--- config.mk ---
export PLATFORM = sky130hd
export DESIGN_NAME = hcube_router
export DESIGN_NICKNAME = d
export VERILOG_FILES = /design/src/rtl/hcube_router.sv
export SDC_FILE = /design/constraint.sdc
export NUM_CORES = 1
export LEC_CHECK = 0
export ABC_AREA = 1
export CORE_ASPECT_RATIO = 0.8
export CORE_MARGIN = 3
export CORE_UTILIZATION = 66
export DETAILED_ROUTE_END_ITERATION = 7
export PLACE_DENSITY = 0.87
export SYNTH_ARGS = -nofsm -noshare
export SYNTH_HDL_FRONTEND = slang
export SYNTH_SLANG_ARGS = --single-unit
--- constraint.sdc ---
create_clock -name clk -period 12.56 [get_ports clk]
set_input_delay 3.14 -clock clk [delete_from_list [all_inputs] [get_ports clk]]
set_output_delay 3.14 -clock clk [all_outputs]
set_load 0.005 [all_outputs]
--- src/rtl/hcube_router.sv ---
// hcube_router: one clocked node of a 2^DIM-node hypercube network.
// DIM neighbour ports plus one local inject/eject port (index DIM), each input
// buffered by its own FIFO, e-cube routing (lowest differing address bit first),
// a round-robin arbiter and a one-entry output register per output.
// Optional feature: define HCUBE_STATS_EN to add saturating 16-bit
// per-output forwarded-packet counters on port stat_fwd_cnt.
module hcube_router #(
  parameter int DIM = 4,
  parameter int PAYLOAD_W = 4,
  parameter int FIFO_DEPTH = 4,
  parameter logic [DIM-1:0] MY_ADDR = '0,
  localparam int P = DIM + 1,
  localparam int PKT_W = DIM + PAYLOAD_W
) (
  input  logic               clk,
  input  logic               rst_n,
  input  logic [P-1:0]       in_valid,
  input  logic [P*PKT_W-1:0] in_data,
  output logic [P-1:0]       in_ready,
  output logic [P-1:0]       out_valid,
  output logic [P*PKT_W-1:0] out_data,
  input  logic [P-1:0]       out_ready
`ifdef HCUBE_STATS_EN
  ,
  output logic [P*16-1:0]    stat_fwd_cnt
`endif
);

  localparam int AW = $clog2(FIFO_DEPTH);
  localparam int RW = $clog2(P);

  logic [PKT_W-1:0]           mem_q [P][FIFO_DEPTH];
  logic [PKT_W-1:0]           mem_d [P][FIFO_DEPTH];
  logic [P-1:0][AW:0]         wptr_q, wptr_d;
  logic [P-1:0][AW:0]         rptr_q, rptr_d;
  logic [P-1:0]               in_ready_q, in_ready_d;
  logic [P-1:0]               out_valid_q, out_valid_d;
  logic [P-1:0][PKT_W-1:0]    out_data_q, out_data_d;
  logic [P-1:0][RW-1:0]       rr_ptr_q, rr_ptr_d;

  logic [P-1:0][PKT_W-1:0]    head;
  logic [P-1:0]               fifo_empty;
  logic [P-1:0][RW-1:0]       route;
  logic [P-1:0]               push;
  logic [P-1:0]               pop;

  // FIFO head, emptiness and e-cube output choice for each input's head packet
  always_comb begin
    for (int i = 0; i < P; i++) begin
      head[i]       = mem_q[i][rptr_q[i][AW-1:0]];
      fifo_empty[i] = (wptr_q[i] == rptr_q[i]);
      route[i]      = RW'(DIM);
      for (int k = DIM - 1; k >= 0; k--) begin
        if (head[i][PAYLOAD_W + k] ^ MY_ADDR[k]) begin
          route[i] = RW'(k);
        end
      end
    end
  end

  // Per-output round-robin arbitration and output register load / handshake
  always_comb begin
    int              sum;
    logic            found;
    logic [RW-1:0]   idx;
    logic [RW-1:0]   sel;
    pop         = '0;
    rr_ptr_d    = rr_ptr_q;
    out_valid_d = out_valid_q & ~out_ready;
    out_data_d  = out_data_q;
    sum         = 0;
    found       = 1'b0;
    idx         = '0;
    sel         = '0;
    for (int o = 0; o < P; o++) begin
      found = 1'b0;
      sel   = '0;
      for (int k = 0; k < P; k++) begin
        sum = int'(rr_ptr_q[o]) + k;
        if (sum >= P) begin
          sum = sum - P;
        end
        idx = RW'(sum);
        if (!found && !fifo_empty[idx] && (route[idx] == RW'(o))) begin
          found = 1'b1;
          sel   = idx;
        end
      end
      if (found && (!out_valid_q[o] || out_ready[o])) begin
        pop[sel]       = 1'b1;
        out_valid_d[o] = 1'b1;
        out_data_d[o]  = head[sel];
        rr_ptr_d[o]    = (int'(sel) == P - 1) ? '0 : sel + 1'b1;
      end
    end
  end

  // FIFO writes, pointer advance and the registered !full ready indication
  always_comb begin
    mem_d = mem_q;
    for (int i = 0; i < P; i++) begin
      push[i]   = in_valid[i] && in_ready_q[i];
      wptr_d[i] = wptr_q[i] + {{AW{1'b0}}, push[i]};
      rptr_d[i] = rptr_q[i] + {{AW{1'b0}}, pop[i]};
      if (push[i]) begin
        mem_d[i][wptr_q[i][AW-1:0]] = in_data[i*PKT_W +: PKT_W];
      end
      in_ready_d[i] = !((wptr_d[i][AW] != rptr_d[i][AW]) &&
                        (wptr_d[i][AW-1:0] == rptr_d[i][AW-1:0]));
    end
  end

  // Control state: reset discards every buffered and in-flight packet
  always_ff @(posedge clk or negedge rst_n) begin
    if (!rst_n) begin
      wptr_q      <= '0;
      rptr_q      <= '0;
      in_ready_q  <= '0;
      out_valid_q <= '0;
      out_data_q  <= '0;
      rr_ptr_q    <= '0;
    end else begin
      wptr_q      <= wptr_d;
      rptr_q      <= rptr_d;
      in_ready_q  <= in_ready_d;
      out_valid_q <= out_valid_d;
      out_data_q  <= out_data_d;
      rr_ptr_q    <= rr_ptr_d;
    end
  end

  // FIFO storage needs no reset; validity is tracked by the pointers
  always_ff @(posedge clk) begin
    mem_q <= mem_d;
  end

  assign in_ready  = in_ready_q;
  assign out_valid = out_valid_q;
  assign out_data  = out_data_q;

`ifdef HCUBE_STATS_EN
  logic [P-1:0][15:0] stat_cnt_q, stat_cnt_d;

  // Saturating count of completed output handshakes
  always_comb begin
    stat_cnt_d = stat_cnt_q;
    for (int o = 0; o < P; o++) begin
      if (out_valid_q[o] && out_ready[o] && (stat_cnt_q[o] != 16'hFFFF)) begin
        stat_cnt_d[o] = stat_cnt_q[o] + 16'd1;
      end
    end
  end

  // Counter register, cleared with the rest of the node
  always_ff @(posedge clk or negedge rst_n) begin
    if (!rst_n) begin
      stat_cnt_q <= '0;
    end else begin
      stat_cnt_q <= stat_cnt_d;
    end
  end

  assign stat_fwd_cnt = stat_cnt_q;
`endif

endmodule

==> flow_summary.toml <==
[finish]
final_cell_mix = "626 x nand2_1, 249 x nand3_1, 223 x inv_1"
nets = 2365
nFillCells = 1841
diodes = 0
layout-drive-gt1-share = 0.0889
area_growth_pct = 11.0
multi_input_area_mm2 = 0.00853
regArea_mm2 = 0.00718
final_area_mm2 = 0.0190
layoutNonFillerInstCount = 2611
final_common_cell = "nand2_1"

[synth]
synth-edff-count = 160
yosysTopAreaCell = "edfxtp_1"
mappedNetlistArea_mm2 = 0.0171
synthFlopType = "edfxtp_1"
yosysTopAreaCellShare = 0.281
ys_seq_elements = 255
syn_nets = 2280
syn-instance-count = 2155
synthDistinctLibCells = 54
ys_seq_area_frac = 0.419
async_flop_share = 0.373
yosys_warnings = 0
synth.top_cells.by_area = "edfxtp_1 28%, dfrtp_1 14%, nand2_1 14%"
avgSynthCellArea_um2 = 7.95

[place]
portBuffers = 101
dp_cells = 2563
gp_congestion = 1.02
hpwlAfterDp_um = 36600
placed_area_mm2 = 0.0182

[critical_path]
cpPeakStageDelay_ns = 0.70
criticalPathCategory = "flop to flop"
r2r_cells = 26
cpMaxStageDelayCell = "dfrtp_1"
cp.required_ns = 12.96
cp.depth = 26
start_kind = "flop"
critPathMostFrequentCell = "nand2_1"
crit_fanout = 12
critPathTopFamily = "simple AND/OR/NAND/NOR gates"
endpoint_kind = "flop"
worstPathArrival_ns = 5.96
cp.buffers_inverters = 1

[timing]
slew_headroom = 0.0793
finalSetupTns_ns = 0
skew_ns = 0.0121
fin_crit_ns = 5.55
hold_viol = 0
grt_setup_unrepaired = "no"
worst_pin_slew_ns = 1.37
max_freq_mhz = 180
fin_crit_sh = 0.442
setup_violations = 0
timing.final.max_slew_violations = 0

[cts]
ctsHoldBuffers = 0
cts_buffer_depth = 3
root_buffer = "clkbuf_16"
clkTransAtPathRegs_ns = 0.06
worstSkewPairLatency_ns = 0.54
cts_setup_buffers = 0
cts_resized = 0
cts_buffers = 26
cts_tree = "built"
clock-sinks = 255
h-tree-depth = 1

[global_routing]
grt_pass1_vias = 14900
grt_max_degree = 84
grtUsageTotal = 0.353
grt_pass1_wl_um = 77900
grt_overflow = 0
antenna_found_initial = 0

[status]
status = "finished, final reports clean"

[floorplan]
core_mm2 = 0.0254
rows = 52
die_w_um = 186
dieArea_mm2 = 0.0279
io_pins = 102
die_height_um = 150
initial_core_util = 0.673

[route]
drcViolationCount = 0
via_count = 16000
wl_per_cell_um = 19.0
routed_wl_um = 49700
postRouteAntennaNets = 0
drt_iter0_markers = 2064
drt-pass1-iter-count = 8
viasPerCell = 6.13

[job]
drv_cap = 0

[min_path]
hold-path-cell-count = 2
hold_class = "flop to flop"
[per-layer routing]
layer	vias to the layer above	routed length, µm	track usage
met2	1069	22000	0.549
li1	7338	-	-
met5	-	0	0
met1	7404	19500	0.496
met3	204	6050	0.0765
met4	0	2040	0.122
[state kept, by name, summed over array words and instances, names as in the netlist]
signal and count:
in_ready 5, mem_q 160, out_data 40, out_valid 5, rptr_q 15, rr_ptr_q 15, wptr_q 15
[synthesized netlist by cell type (all sizes together), types with 36 or more instances]
cell type and number:
dfrtp 95, nor2 135, nor3 36, nand4 39, a21oi 85, nand3 268, buf 51, edfxtp 160
xor2 40, o21ai 131, ha 68, nand2 670, inv 254
[worst paths after layout]
path / startpoint / endpoint / slack, ns
max: rr_ptr_q[0]$_DFFE_PN0N_ / in_ready[0]$_DFF_PN0_ / 7.01
min: out_data[20]$_DFFE_PN0P_ / out_data[20]$_DFFE_PN0P_ / 0.50
max reg2reg: rr_ptr_q[0]$_DFFE_PN0N_ / in_ready[0]$_DFF_PN0_ / 7.01
min reg2reg: out_data[20]$_DFFE_PN0P_ / out_data[20]$_DFFE_PN0P_ / 0.50
max in group asynchronous: rst_n / wptr_q[2]$_DFF_PN0_ / 8.77
min in group asynchronous: rst_n / out_valid[4]$_DFF_PN0_ / 2.46
[logic make-up after synthesis]
| family | after synthesis | share of synthesized area |
|---|---|---|
| simple gates | 1178 | 0.311 |
| buf+inv | 310 | 0.0829 |
| compound gates | 271 | 0.0933 |
| flops | 255 | 0.419 |
| fa+ha+maj | 73 | 0.0555 |
| xor+xnor | 67 | 0.0371 |
| mux | 1 | 0.000585 |
[through the flow]
stage           util  setup WS, ns  hold WS, ns
4_1_cts        0.747          7.23        0.500
2_1_floorplan      -          7.88        0.458
5_1_grt        0.747          6.69        0.514
3_5_place_dp   0.715          6.84        0.479
3_3_place_gp   0.715          6.95        0.455
6_report       0.747          7.01        0.503
[worst register-to-register path, delay by kind of cell (launching register included)]
kind,cells,cell delay (ns)
adder cells (fa/ha/maj),4,1.04
AND/OR/NAND/NOR,15,2.12
XOR/XNOR,3,0.92
buffers and inverters,1,0.31
AO/OA/AOI/OAI,3,0.35
flip-flops,1,0.70
[area by class of cell]
cell class / instances / share of cell area
well taps: 351 / 0.0231
repair buffers: 110 / 0.0566
multi-input cells: 1590 / 0.449
clock buffers: 32 / 0.0365
clock inverters: 16 / 0.00566
flip-flops and latches: 255 / 0.378
inverters: 257 / 0.0515
Power is left out: the tool's default activity adds up to more than one toggle a clock period on the data nets, which glitch-free logic cannot reach.
